## src/rtl/fifo_pkg.sv

```systemverilog
// Shared types for the parametrised synchronous FIFO (fifo_sync_param).
// Optional almost-full/almost-empty flags are enabled by the FIFO_ALMOST_FLAGS_EN macro.
package fifo_pkg;

  typedef enum logic [2:0] {
    INIT   = 3'b000,
    WRITE  = 3'b001,
    READ   = 3'b010,
    NO_OP  = 3'b011,
    WR_RD  = 3'b100,
    WR_ERR = 3'b101,
    RD_ERR = 3'b110
  } fifo_state_t;

endpackage

```

## src/rtl/fifo_sync_param_if.sv

```systemverilog
// Producer/consumer handshake bundle for fifo_sync_param.
// almost_full/almost_empty exist only when FIFO_ALMOST_FLAGS_EN is defined.
interface fifo_sync_param_if #(
  parameter int DATA_WIDTH = 32,
  parameter int DEPTH      = 8
);
  localparam int AW = $clog2(DEPTH);

  logic                  wr_en;
  logic                  rd_en;
  logic [DATA_WIDTH-1:0] d_in;
  logic [DATA_WIDTH-1:0] d_out;
  logic                  full;
  logic                  empty;
  logic                  wr_ack;
  logic                  wr_err;
  logic                  rd_ack;
  logic                  rd_err;
  logic [AW:0]           data_count;
`ifdef FIFO_ALMOST_FLAGS_EN
  logic                  almost_full;
  logic                  almost_empty;
`endif

  modport master (
    output wr_en, rd_en, d_in,
    input  d_out, full, empty, wr_ack, wr_err, rd_ack, rd_err, data_count
`ifdef FIFO_ALMOST_FLAGS_EN
    , input almost_full, almost_empty
`endif
  );

  modport slave (
    input  wr_en, rd_en, d_in,
    output d_out, full, empty, wr_ack, wr_err, rd_ack, rd_err, data_count
`ifdef FIFO_ALMOST_FLAGS_EN
    , output almost_full, almost_empty
`endif
  );

endinterface

```

## src/rtl/fifo_mem.sv

```systemverilog
// DEPTH x DATA_WIDTH register file with synchronous write and registered read.
// Read and write of the same address on one edge returns the old contents.
module fifo_mem #(
  parameter int DATA_WIDTH = 32,
  parameter int DEPTH      = 8
) (
  input  logic                          clk,
  input  logic                          reset,
  input  logic                          we,
  input  logic [$clog2(DEPTH)-1:0]      waddr,
  input  logic [DATA_WIDTH-1:0]         wdata,
  input  logic                          re,
  input  logic [$clog2(DEPTH)-1:0]      raddr,
  output logic [DATA_WIDTH-1:0]         rdata
);

  logic [DATA_WIDTH-1:0] mem_r [DEPTH];
  logic [DATA_WIDTH-1:0] rdata_r;

  // storage write; contents need no reset because pointers and count define validity
  always_ff @(posedge clk) begin
    if (we) begin
      mem_r[waddr] <= wdata;
    end
  end

  // registered read port, cleared by reset
  always_ff @(posedge clk) begin
    if (reset) begin
      rdata_r <= '0;
    end else if (re) begin
      rdata_r <= mem_r[raddr];
    end
  end

  assign rdata = rdata_r;

endmodule

```

## src/rtl/fifo_sync_param.sv

```systemverilog
// Parametrised synchronous FIFO with simultaneous read/write and registered status flags.
// Define FIFO_ALMOST_FLAGS_EN to add registered almost_full/almost_empty outputs.
module fifo_sync_param
  import fifo_pkg::*;
#(
  parameter int DATA_WIDTH = 32,
  parameter int DEPTH      = 8
) (
  input  logic              clk,
  input  logic              reset,
  fifo_sync_param_if.slave  bus
);

  localparam int          AW       = $clog2(DEPTH);
  localparam logic [AW:0] FULL_CNT = (AW+1)'(DEPTH);
`ifdef FIFO_ALMOST_FLAGS_EN
  localparam logic [AW:0] AFULL_CNT  = (AW+1)'(DEPTH - 1);
  localparam logic [AW:0] AEMPTY_CNT = (AW+1)'(1);
`endif

  fifo_state_t   state_r;
  fifo_state_t   next_state_s;
  logic [AW-1:0] head_r;
  logic [AW-1:0] tail_r;
  logic [AW:0]   count_r;
  logic [AW:0]   count_next_s;
  logic          full_r;
  logic          empty_r;
  logic          rd_err_r;
  logic          rd_err_s;
  logic          we_s;
  logic          re_s;
  logic          wr_ack_s;
  logic          wr_err_s;
  logic          rd_ack_s;
`ifdef FIFO_ALMOST_FLAGS_EN
  logic          almost_full_r;
  logic          almost_empty_r;
`endif

  // request arbitration against the current occupancy
  always_comb begin
    next_state_s = NO_OP;
    if (reset) begin
      next_state_s = INIT;
    end else if (bus.wr_en && bus.rd_en && !empty_r) begin
      next_state_s = WR_RD;
    end else if (bus.wr_en && bus.rd_en) begin
      next_state_s = WRITE;
    end else if (bus.wr_en && !full_r) begin
      next_state_s = WRITE;
    end else if (bus.wr_en) begin
      next_state_s = WR_ERR;
    end else if (bus.rd_en && !empty_r) begin
      next_state_s = READ;
    end else if (bus.rd_en) begin
      next_state_s = RD_ERR;
    end else begin
      next_state_s = NO_OP;
    end
  end

  // storage strobes and next occupancy for the chosen action
  always_comb begin
    we_s     = (next_state_s == WRITE) || (next_state_s == WR_RD);
    re_s     = (next_state_s == READ)  || (next_state_s == WR_RD);
    rd_err_s = !reset && bus.rd_en && empty_r;
    case (next_state_s)
      INIT:    count_next_s = '0;
      WRITE:   count_next_s = count_r + (AW+1)'(1);
      READ:    count_next_s = count_r - (AW+1)'(1);
      default: count_next_s = count_r;
    endcase
  end

  // state, pointers, occupancy and status flags
  always_ff @(posedge clk) begin
    if (reset) begin
      state_r  <= INIT;
      head_r   <= '0;
      tail_r   <= '0;
      count_r  <= '0;
      full_r   <= 1'b0;
      empty_r  <= 1'b1;
      rd_err_r <= 1'b0;
`ifdef FIFO_ALMOST_FLAGS_EN
      almost_full_r  <= 1'b0;
      almost_empty_r <= 1'b1;
`endif
    end else begin
      state_r  <= next_state_s;
      if (we_s) begin
        tail_r <= tail_r + AW'(1);
      end
      if (re_s) begin
        head_r <= head_r + AW'(1);
      end
      count_r  <= count_next_s;
      full_r   <= (count_next_s == FULL_CNT);
      empty_r  <= (count_next_s == '0);
      rd_err_r <= rd_err_s;
`ifdef FIFO_ALMOST_FLAGS_EN
      almost_full_r  <= (count_next_s >= AFULL_CNT);
      almost_empty_r <= (count_next_s <= AEMPTY_CNT);
`endif
    end
  end

  // ack/err pulses decoded from the registered state of the previous edge
  always_comb begin
    wr_ack_s = 1'b0;
    wr_err_s = 1'b0;
    rd_ack_s = 1'b0;
    case (state_r)
      WRITE:  wr_ack_s = 1'b1;
      READ:   rd_ack_s = 1'b1;
      WR_RD: begin
        wr_ack_s = 1'b1;
        rd_ack_s = 1'b1;
      end
      WR_ERR: wr_err_s = 1'b1;
      default: begin
        wr_ack_s = 1'b0;
        wr_err_s = 1'b0;
        rd_ack_s = 1'b0;
      end
    endcase
  end

  fifo_mem #(
    .DATA_WIDTH (DATA_WIDTH),
    .DEPTH      (DEPTH)
  ) u_mem (
    .clk   (clk),
    .reset (reset),
    .we    (we_s),
    .waddr (tail_r),
    .wdata (bus.d_in),
    .re    (re_s),
    .raddr (head_r),
    .rdata (bus.d_out)
  );

  assign bus.full       = full_r;
  assign bus.empty      = empty_r;
  assign bus.data_count = count_r;
  assign bus.wr_ack     = wr_ack_s;
  assign bus.wr_err     = wr_err_s;
  assign bus.rd_ack     = rd_ack_s;
  assign bus.rd_err     = rd_err_r;
`ifdef FIFO_ALMOST_FLAGS_EN
  assign bus.almost_full  = almost_full_r;
  assign bus.almost_empty = almost_empty_r;
`endif

endmodule

```

## src/flat_wrapper.sv

```systemverilog
// flat-port wrapper written by rule: the top's interface ports become plain ports
module fifo_sync_param_flat import fifo_pkg::*;
#(
  parameter int DATA_WIDTH = 32,
  parameter int DEPTH      = 8
)
  (clk, reset, bus_wr_en, bus_rd_en, bus_d_in, bus_d_out, bus_full, bus_empty, bus_wr_ack, bus_wr_err, bus_rd_ack, bus_rd_err, bus_data_count);
  fifo_sync_param_if #(.DATA_WIDTH(DATA_WIDTH), .DEPTH(DEPTH)) bus_i ();
  input  logic clk;
  input  logic reset;
  input wire logic [$bits(bus_i.wr_en)-1:0] bus_wr_en;
  input wire logic [$bits(bus_i.rd_en)-1:0] bus_rd_en;
  input wire logic [$bits(bus_i.d_in)-1:0] bus_d_in;
  output wire logic [$bits(bus_i.d_out)-1:0] bus_d_out;
  output wire logic [$bits(bus_i.full)-1:0] bus_full;
  output wire logic [$bits(bus_i.empty)-1:0] bus_empty;
  output wire logic [$bits(bus_i.wr_ack)-1:0] bus_wr_ack;
  output wire logic [$bits(bus_i.wr_err)-1:0] bus_wr_err;
  output wire logic [$bits(bus_i.rd_ack)-1:0] bus_rd_ack;
  output wire logic [$bits(bus_i.rd_err)-1:0] bus_rd_err;
  output wire logic [$bits(bus_i.data_count)-1:0] bus_data_count;
  assign bus_i.wr_en = bus_wr_en;
  assign bus_i.rd_en = bus_rd_en;
  assign bus_i.d_in = bus_d_in;
  assign bus_d_out = bus_i.d_out;
  assign bus_full = bus_i.full;
  assign bus_empty = bus_i.empty;
  assign bus_wr_ack = bus_i.wr_ack;
  assign bus_wr_err = bus_i.wr_err;
  assign bus_rd_ack = bus_i.rd_ack;
  assign bus_rd_err = bus_i.rd_err;
  assign bus_data_count = bus_i.data_count;
  fifo_sync_param #(.DATA_WIDTH(DATA_WIDTH), .DEPTH(DEPTH)) u_core (.clk(clk), .reset(reset), .bus(bus_i));
endmodule
```

## config.mk

```make
export PLATFORM = sky130hd
export DESIGN_NAME = fifo_sync_param_flat
export DESIGN_NICKNAME = d
export VERILOG_FILES = /design/src/rtl/fifo_pkg.sv /design/src/rtl/fifo_sync_param_if.sv /design/src/rtl/fifo_mem.sv /design/src/rtl/fifo_sync_param.sv /design/src/flat_wrapper.sv
export SDC_FILE = /design/constraint.sdc
export NUM_CORES = 1
export LEC_CHECK = 0
export ABC_AREA = 1
export BUFFER_PORTS_ARGS = -buffer_cell sky130_fd_sc_hd__clkbuf_2
export CAP_MARGIN = 20
export CORE_ASPECT_RATIO = 1.5
export CORE_MARGIN = 2
export CORE_UTILIZATION = 30
export CTS_CLUSTER_DIAMETER = 50
export CTS_CLUSTER_SIZE = 28
export DETAILED_ROUTE_END_ITERATION = 10
export PLACE_DENSITY = 0.51
export SLEW_MARGIN = 30
export SYNTH_ARGS = -nofsm -noshare
export SYNTH_HDL_FRONTEND = slang
export SYNTH_SLANG_ARGS = --single-unit
export TNS_END_PERCENT = 30
```

## constraint.sdc

```tcl
create_clock -name clk -period 6 [get_ports clk]
set_input_delay 1.2 -clock clk [delete_from_list [all_inputs] [get_ports clk]]
set_output_delay 1.2 -clock clk [all_outputs]
set_load 0.02 [all_outputs]
```

# Yosys cells after proc, flatten, opt, wreduce, memory -nomap -nowiden
# Memories as Yosys holds them, arrays and structs flattened. A register that Yosys moved wholly into a read port is not among the register bits.
# Index checks and enable logic that the tools add are counted.
op_classes:
  shift: 0
  mux: 13
  bitwise_logic: 0
  n_eq_ne: 8
  n_addsub: 4
  div_mod_pow: 0
  reduce_logical: 15
  multipliers: 0
  magnitude_cmp: 0
ops:
  columns: ["cell", "n"]
  rows:
  - ["$mux W3", 7]
  - ["$pmux W4 S3", 1]
  - ["$eq A3 B3 Y1 const B", 3]
  - ["$add A3 B1 Y3 const B", 2]
  - ["$eq A3 B1 Y1 const B", 2]
  - ["$eq A3 B2 Y1 const B", 2]
  - ["$logic_and A1 B1 Y1", 6]
  - ["$mux W1", 5]
  - ["$add A4 B1 Y4 const B", 1]
  - ["$eq A4 B4 Y1 const B", 1]
  - ["$logic_not A4 Y1", 1]
  - ["$reduce_or A2 Y1", 2]
  - ["$sub A4 B1 Y4 const B", 1]
  - ["$logic_not A1 Y1", 3]
  - ["$logic_not A3 Y1", 1]
  - ["$logic_or A1 B1 Y1", 2]
totals:
  wordCells: 48
  mem_bits_rw: 256
  memories: 1
  mem_bits_ro: 0
  reg_bits: 16
  latchBits: 0
mem_list:
  columns: ["memory", "words", "word_bits", "rd", "rd_clocked_by_memory_dff", "wr", "line", "rtl"]
  rows:
  - ["u_core.u_mem.mem_r", 8, 32, 1, 1, 1, "fifo_mem.sv:17", "logic [DATA_WIDTH-1:0] mem_r [DEPTH];"]

# Logic depth before layout (Yosys ltp)
# Gate-level depths: netlist (run 1).
depth:
  ltp_word: 12
  ltp_mapped: 16
  ltp_nobuf: 16

# Hierarchy
# Synthesis (run 1) repeated with hierarchy kept, for this count alone.
unflattened:
  hier_cells: 1268
  area_unflattened_um2: 12788.5
by_module_without_submodules:
  columns: ["module", "cells_each", "n_inst", "seq_area_each_um2", "area_each_um2"]
  rows:
  - ["fifo_mem", 1167, 1, 8328.0, 11992.8]
  - ["fifo_sync_param", 101, 1, 320.3, 795.8]

# Worst setup path after synthesis (run 1)
# Ideal clock, no wire load.
synth_path:
  path_kind: "input to register"
  start: "input bus_rd_en"
  end: "memory u_core.u_mem.mem_r[1][0], enable pin"
  setup_ns: 0.421
  stages: 9
  path_buffers: 0
  arrival_ns: 3.335
  slack_ns: 2.244
  required_time_ns: 5.579
  path_cell_list: "nand2_1 nand2_1 a21oi_2 nand2_1 nand2_1 inv_1 nor2_2 inv_2 nor2_1"
synth_between:
  elab_chain_len: 11
  elab_cells_between_ends: 15
  classes_between: "eq/ne: 2; mux: 9; reduce/logical: 4"
synth_lines:
  columns: ["item", "line", "rtl"]
  rows:
  - ["from (decl)", "flat_wrapper.sv:12", "input wire logic [$bits(bus_i.rd_en)-1:0] bus_rd_en;"]
  - ["$mux W3 or $logic_and A1 B1 Y1 (tied branches)", "fifo_sync_param.sv:56, fifo_sync_param.sv:54", null]
  - ["$mux W3", "fifo_sync_param.sv:54", "end else if (bus.rd_en && !empty_r) begin"]
  - ["$mux W3", "fifo_sync_param.sv:52", "end else if (bus.wr_en) begin"]
  - ["$mux W3", "fifo_sync_param.sv:50", "end else if (bus.wr_en && !full_r) begin"]
  - ["$mux W3", "fifo_sync_param.sv:48", "end else if (bus.wr_en && bus.rd_en) begin"]
  - ["$mux W3 *", "fifo_sync_param.sv:46", "end else if (bus.wr_en && bus.rd_en && !empty_r) begin"]
  - ["$mux W3 *", "fifo_sync_param.sv:44", "if (reset) begin"]
  - ["$eq A3 B1 Y1 or $eq A3 B3 Y1 (tied branches)", "fifo_sync_param.sv:65", "we_s = (next_state_s == WRITE) || (next_state_s == WR_RD);"]
  - ["$logic_or A1 B1 Y1 *", "fifo_sync_param.sv:65", null]
  - ["$mux W1 *", "fifo_mem.sv:22", "if (we) begin"]
  - ["$mux W1 (implied by the code) *", "fifo_mem.sv:23", "mem_r[waddr] <= wdata;"]
  - ["to (decl)", "fifo_mem.sv:17", null]
# Mark *: on every way between the ends. The rest lies on a longest branch, timed or not.

# Final worst setup path (run 1)
layout_path:
  start: "input reset"
  end: "memory u_core.u_mem.mem_r[7][8], enable pin"
layout_between:
  elab_chain_len: 5
  elab_cells_between_ends: 6
  classes_between: "eq/ne: 2; mux: 3; reduce/logical: 1"
layout_lines:
  columns: ["item", "line", "rtl"]
  rows:
  - ["from (decl)", "flat_wrapper.sv:10", "input logic reset;"]
  - ["$mux W3 *", "fifo_sync_param.sv:44", null]
  - ["$eq A3 B1 Y1 or $eq A3 B3 Y1 (tied branches)", "fifo_sync_param.sv:65", null]
  - ["$logic_or A1 B1 Y1 *", "fifo_sync_param.sv:65", null]
  - ["$mux W1 *", "fifo_mem.sv:22", null]
  - ["$mux W1 (implied by the code) *", "fifo_mem.sv:23", null]
# Marked as above.

==> impl_metrics.yaml, run 1 <==
yosys:
  yosysWarnings: 0
  netlist_area_sq_mm: 0.0118
  synth_cells: 966
  synth.distinct_cells: 29
  syn_avg_cell_area_sq_um: 12.2
  syn_nets: 1007
  ys_seq_area_share_pct: 73.5
  ys_ff_latch: 304
drt:
  routed_wl_um: 28100
  drt_first_pass_iters: 5
  drtIter0Drc: 506
  drc: 0
  vias_per_cell: 4.87
  wl_per_cell_um: 18.4
  final_antenna_net_count: 0
  vias: 7460
clock_tree:
  worst_setup_hold_path_clk_slew_ps: 80
  cts-htree-levels: 1
  clock-root-buffer: "clkbuf_16"
  ctsHoldBuffers: 0
  cts.sink_count: 304
  cts_buffers: 21
  postCtsSetupBuffers: 0
  clkLatencyLatePin_ps: 550
  cts_tree: "done"
  cts_resized: 0
  ctsLongestPathBuffers: 3
timing:
  slew_headroom_pct: 36.7
  rsz0062_at_grt: "false"
  fmax_mhz: 296
  worst_slack_ps: 2620
  finClkSkew_ps: 23.8
  slew_violations: 0
  min_period_over_period_pct: 56.3
  setup_tns_ps: 0
  hold_viol: 0
  setup_viol: 0
  post-route-min-period_ps: 3380
  tightest_slew_ps: 948
placed_design:
  pre_cts_ws_ps: 2020
  dpl_cell_area_sq_mm: 0.0128
  portBuffers: 77
  dp.cells: 1494
  gp_congestion: 0.743
  hpwl_um: 17200
grt:
  grt_use_total_pct: 13.5
  antenna_found_initial: 2
  grt_pass1_wl_um: 43000
  overflow: 0
  grt_max_degree: 86
  first_global_vias: 7416
critical_path:
  arrival_ps: 3620
  critPathLaunch: "reset"
  critPathCaptureType: "flop"
  required_ps: 6240
  r2r_start: "u_core.head_r[0]"
  worst_setup_path_start_kind: "primary input"
  criticalPathCategory: "in2reg"
  cp_max_fo: 45
cells_and_area:
  layout.nets: 1064
  instances_no_fill: 1533
  area_delta_synth_final_pct: 15.9
  diodes: 0
  finalInstanceArea_sq_mm: 0.0136
  drive_gt1_share_pct: 15.0
status:
  status: "finished, final reports clean"
worst_hold_path:
  hp-start: "u_core.u_mem.rdata[20]"
  hold_class: "reg2reg"
die:
  dieArea_sq_mm: 0.0408
  core_sq_mm: 0.0385
  dieWidth_um: 166
  rows: 88
  start_util_pct: 30.5
  die_h_um: 246
  ioPinCount: 78
power:
  vdd_drop_max_v: 0.000151
  power.leakage_nw: 4.79
  power_density_mw_per_mm2: 342
job:
  maxCapViolations: 0
cell type report:
| class | count | area [sq um] |
|---|---|---|
| well taps | 495 | 619 |
| clock inverters | 16 | 229 |
| clock buffers | 22 | 539 |
| inverters | 27 | 104 |
| flip-flops and latches | 304 | 8650 |
| repair buffers | 94 | 708 |
| fillers | 3771 | 24900 |
| multi-input cells | 575 | 2780 |
state kept, by name, summed over array words and instances, names as in the netlist:
name / count
u_core.bus.data_count: 4
u_core.u_mem.mem_r: 256
u_core.bus.full: 1
u_core.state_r: 3
u_core.bus.rd_err: 1
u_core.head_r: 3
u_core.bus.empty: 1
u_core.u_mem.rdata: 32
u_core.tail_r: 3
through the flow:
step | power [mW] | util [%] | hold WS [ps]
2_1_floorplan | 2.89 | - | 491
3_3_place_gp | 3.10 | 32.6 | 492
3_5_place_dp | 3.12 | 33.3 | 490
4_1_cts | 4.71 | 35.3 | 508
5_1_grt | 4.85 | 35.4 | 536
6_report | 4.66 | 35.4 | 504
per-layer routing:
| layer | global-route usage [%] | up-vias | share of wire (%) |
|---|---|---|---|
| li1 | - | 3581 | - |
| met1 | 14.9 | 3720 | 40 |
| met2 | 26.8 | 127 | 55 |
| met3 | 1.96 | 28 | 3.8 |
| met4 | 3.38 | 4 | 1.4 |
| met5 | 0 | - | 0.092 |
path summary, 6_finish.rpt:
path	end	slack (ps)	cells after the start
worst max-delay path	u_core.u_mem.mem_r[7][8]	2620	12
worst min-delay path	u_core.u_mem.rdata[20]	500	1
worst max register to register	u_core.u_mem.rdata[14]	3440	10
worst min register to register	u_core.u_mem.rdata[20]	500	1
placed cells by master (no fill, tap or decap), types with 2 or more instances in the layout:
| cell | count |
|---|---|
| nand3_1 | 17 |
| dfxtp_1 | 45 |
| bufinv_16 | 2 |
| edfxtp_1 | 256 |
| ha_1 | 4 |
| o21ai_1 | 6 |
| clkinvlp_4 | 2 |
| o21ai_0 | 153 |
| buf_4 | 5 |
| buf_8 | 3 |
| inv_1 | 21 |
| buf_16 | 8 |
| inv_8 | 3 |
| inv_6 | 3 |
| nor2_1 | 174 |
| nor2_4 | 9 |
| a21oi_1 | 6 |
| nand2_1 | 117 |
| dfxtp_2 | 2 |
| clkbuf_2 | 77 |
| inv_2 | 5 |
| o211a_1 | 9 |
| nand4_1 | 2 |
| a31oi_1 | 23 |
| clkbuf_16 | 21 |
| inv_12 | 2 |
| nor2_2 | 2 |
| clkinv_8 | 2 |
| o22ai_1 | 46 |
critical path, cell delays in order:
cell      delay, ps
clkbuf_2        120
inv_2           610
nand3_1         150
inv_1           100
nand2_1         140
nand2_1         170
inv_1           100
nor2_2          140
inv_2           120
nor2_4          360
buf_16          210
buf_8           160
logic make-up after synthesis:
| logic type | after synthesis | synth area share, % |
|---|---|---|
| DFF | 304 | 73.5 |
| and+or+nand+nor | 325 | 10.9 |
| xor gates and xnor gates | 1 | 0.0745 |
| buffers and inverters | 87 | 3.33 |
| AOI/OAI and AO/OA | 244 | 11.5 |
| adders and majority gates | 5 | 0.596 |
Yosys cell counts, drive strengths merged:
cell type / instances / area (sq um)
edfxtp: 256 / 7690
nor2: 185 / 707
o21ai: 159 / 796
nand2: 119 / 457
dfxtp: 48 / 961
o22ai: 46 / 288
clkbuf: 31 / 116
buf: 29 / 174
inv: 27 / 101
a31oi: 23 / 144
nand3: 18 / 103
o211a: 9 / 90.1
a21oi: 7 / 38.8
ha: 4 / 50.1
nand4: 2 / 12.5
fa: 1 / 20.0
nor3: 1 / 5.00
xor2: 1 / 8.76
report_power, final:
part           internal (mW)  switching (mW)  total [mW]  leakage [nW]
logic                  0.181           0.428       0.609          1.72
registers               2.38          0.0649        2.45          2.70
clock network          0.796           0.806        1.60         0.369
total                   3.36            1.30        4.66          4.79
No activity file was read; power rests on OpenSTA's default activity.
==> run 2, diff against run 1 <==
--- a/config.mk
+++ b/config.mk
@@ -5,7 +5,7 @@
 export SDC_FILE = /design/constraint.sdc
 export NUM_CORES = 1
 export LEC_CHECK = 0
-export ABC_AREA = 1
+export ABC_AREA = 0
 export BUFFER_PORTS_ARGS = -buffer_cell sky130_fd_sc_hd__clkbuf_2
 export CAP_MARGIN = 20
 export CORE_ASPECT_RATIO = 1.5
@@ -14,7 +14,7 @@
 export CTS_CLUSTER_DIAMETER = 50
 export CTS_CLUSTER_SIZE = 28
 export DETAILED_ROUTE_END_ITERATION = 10
-export PLACE_DENSITY = 0.51
+export PLACE_DENSITY = 0.53
 export SLEW_MARGIN = 30
 export SYNTH_ARGS = -nofsm -noshare
 export SYNTH_HDL_FRONTEND = slang
==> constraint.sdc (replaced) <==
create_clock -name clk -period 2.8 [get_ports clk]
set_input_delay 0.56 -clock clk [delete_from_list [all_inputs] [get_ports clk]]
set_output_delay 0.56 -clock clk [all_outputs]
set_load 0.02 [all_outputs]
==> run 2 against run 1 <==
Effect of this change: register-to-register slack lost 2900 ps; combinational power grew 76%; synthesized cell count shrank 41%; clock-buffer cell count grew 3; cell area shrank 1.4%; wire length shrank 19%; final cell count shrank 23%; critical path depth shrank 4; sequential power grew 110%; highest routed layer unchanged; hold slack lost 210 ps; largest cell class unchanged; clock power grew 130%; utilization grew 0.42 points.
==> impl_metrics.yaml, run 2 <==
yosys:
  ys_top_cells_by_count: "256 x edfxtp_1, 64 x mux4_2, 54 x nor2_1"
  syn_nets: 609
  syn_avg_cell_area_sq_um: 20.1
  synth-edff-count: 256
  ys_async_sr_fraction_pct: 0
  synth.distinct_cells: 26
  yosysTopAreaCell: "edfxtp_1"
  yosysWarnings: 0
  netlist_area_sq_mm: 0.0114
  ys_top_cells_by_area: "edfxtp_1 67%, mux4_2 13%, dfxtp_1 8.4%, mux2i_1 3.2%, a211oi_1 2.1%"
  synth.most_common_cell: "edfxtp_1"
  synth_top_area_share_pct: 67.3
  synth_cells: 568
  ys_ff_latch: 304
  ys_seq_area_share_pct: 75.8
  synth_ff_type: "edfxtp_1"
cells_and_area:
  final_common_cell: "edfxtp_1"
  instances_no_fill: 1174
  layout.nets: 708
  final_core_util_pct: 35.8
  largest_reg_flops: 256
  area_delta_synth_final_pct: 17.8
  mostFrequentLayoutCells: "256 x edfxtp_1, 77 x clkbuf_2, 64 x mux4_2"
  finalInstanceArea_sq_mm: 0.0134
  fill_cells: 3490
  top_register: "u_core.u_mem.mem_r"
  drive_gt1_share_pct: 33.0
  diodes: 0
timing:
  hold_viol: 0
  fmax_mhz: 436
  finClkSkew_ps: 16.5
  worst_slack_ps: 505
  tightest_slew_ps: 502
  setup_viol: 0
  post-route-min-period_ps: 2300
  min_period_over_period_pct: 82.0
  whs_ps: 294
  rsz0062_at_grt: "false"
  slew_violations: 0
  slew_headroom_pct: 66.6
clock_tree:
  cts_tree: "done"
  cts_resized: 0
  ctsHoldBuffers: 0
  clock-root-buffer: "clkbuf_16"
  cts-htree-levels: 1
  worst_setup_hold_path_clk_slew_ps: 90
  clkLatencyLatePin_ps: 540
  cts.sink_count: 304
  cts_buffers: 24
  postCtsSetupBuffers: 0
  ctsLongestPathBuffers: 3
grt:
  overflow: 0
  grt_pass1_wl_um: 34600
  grt_use_total_pct: 11.7
  antenna_found_initial: 1
  grt_max_degree: 52
  first_global_vias: 5656
die:
  dieArea_sq_mm: 0.0397
  core_sq_mm: 0.0376
  dieWidth_um: 163
  ioPinCount: 78
  rows: 87
  die_h_um: 243
  start_util_pct: 30.4
critical_path:
  cp_cell_sequence: "nand2b_1 -> nor3_1 -> ha_1 -> a21o_1 -> a21oi_1 -> mux2i_1 -> mux2_2 -> nor2b_1"
  cpMaxStageDelayCell: "dfxtp_1"
  worst_setup_path_start_kind: "flop"
  arrival_ps: 2710
  critPathTopFamily: "simple AND/OR/NAND/NOR gates"
  required_ps: 3210
  crit_path_max_incr_delay_ps: 370
  criticalPathCategory: "reg2reg"
  critPathCaptureType: "flop"
  worst-path-buf-inv: 0
  cp_max_fo: 6
  reg2reg_slack_ps: 500
job:
  maxCapViolations: 0
drt:
  vias_per_cell: 4.54
  vias: 5335
  wl_per_cell_um: 19.5
  drt_first_pass_iters: 4
  drtIter0Drc: 291
  drc: 0
  routed_wl_um: 22800
  final_antenna_net_count: 0
worst_hold_path:
  hold_class: "in2reg"
power:
  comb_power_share_pct: 10.9
  p_switching_mw: 2.40
  seqPwrFrac_pct: 52.3
  power_density_mw_per_mm2: 730
  power.leakage_nw: 4.29
  intPower_mw: 7.41
  clkPwrFrac_pct: 36.8
  vdd_drop_max_v: 0.000347
  p_sw_share_pct: 24.5
placed_design:
  dp.cells: 1130
  hpwl_um: 14100
  pre_cts_ws_ps: 284
  gp_congestion: 0.706
  dpl_cell_area_sq_mm: 0.0126
  portBuffers: 77
status:
  status: "finished, final reports clean"
[run 2: logic make-up after synthesis]
group,Yosys count,synth area share [%]
xor gates and xnor gates,7,0.537
AOI/OAI and AO/OA,39,2.52
and+or+nand+nor,81,3.07
muxes,101,15.9
adders and majority gates,5,0.614
buffers and inverters,31,1.61
DFF,304,75.8
[run 2: worst paths after layout]
kind | start | endpoint | cells past startpoint
setup / recovery | u_core.bus.empty | u_core.bus.full | 8
hold / removal | bus_d_in[6] | u_core.u_mem.mem_r[3][6] | 1
setup reg to reg | u_core.bus.empty | u_core.bus.full | 8
hold reg to reg | u_core.u_mem.rdata[29] | u_core.u_mem.rdata[29] | 2
[run 2: cell type report]
type	instances	area (sq um)	share of cell area, %
Clock buffer	25	626	4.65
Clock inverter	19	228	1.69
Multi-Input combinational cell	233	2660	19.8
Sequential cell	304	8660	64.4
Tap cell	489	612	4.55
Timing Repair Buffer	104	663	4.93
[run 2: stage by stage]
| step | total power, mW | TNS, ps |
|---|---|---|
| floorplan | 5.99 | -4790 |
| global placement | 6.33 | 0 |
| detailed placement | 6.33 | 0 |
| CTS | 9.98 | 0 |
| global route | 10.2 | 0 |
| finish | 9.81 | 0 |
[run 2: worst register-to-register path: stages (launching register included)]
cell and delay, ps:
dfxtp_1 370, nand2b_1 220, nor3_1 250, ha_1 280, a21o_1 170, a21oi_1 180, mux2i_1 210, mux2_2 370
nor2b_1 140
[run 2: routing by layer]
metal  track usage [%]  share of wire, %  up-vias
li1                  -                 -     2490
met1              13.5                39     2731
met2              21.7                55       83
met3              1.98               4.0       29
met4              3.57               1.8        2
met5                 0             0.061        -
[run 2: power groups by stage]
stage / combinational, mW / clock [mW] / sequential [mW]
after floorplan: 0.673 / 0 / 5.32
after global placement: 1.09 / 0 / 5.23
after detailed placement: 1.10 / 0 / 5.24
after CTS: 1.10 / 3.74 / 5.14
after global routing: 1.17 / 3.91 / 5.15
final: 1.07 / 3.61 / 5.13
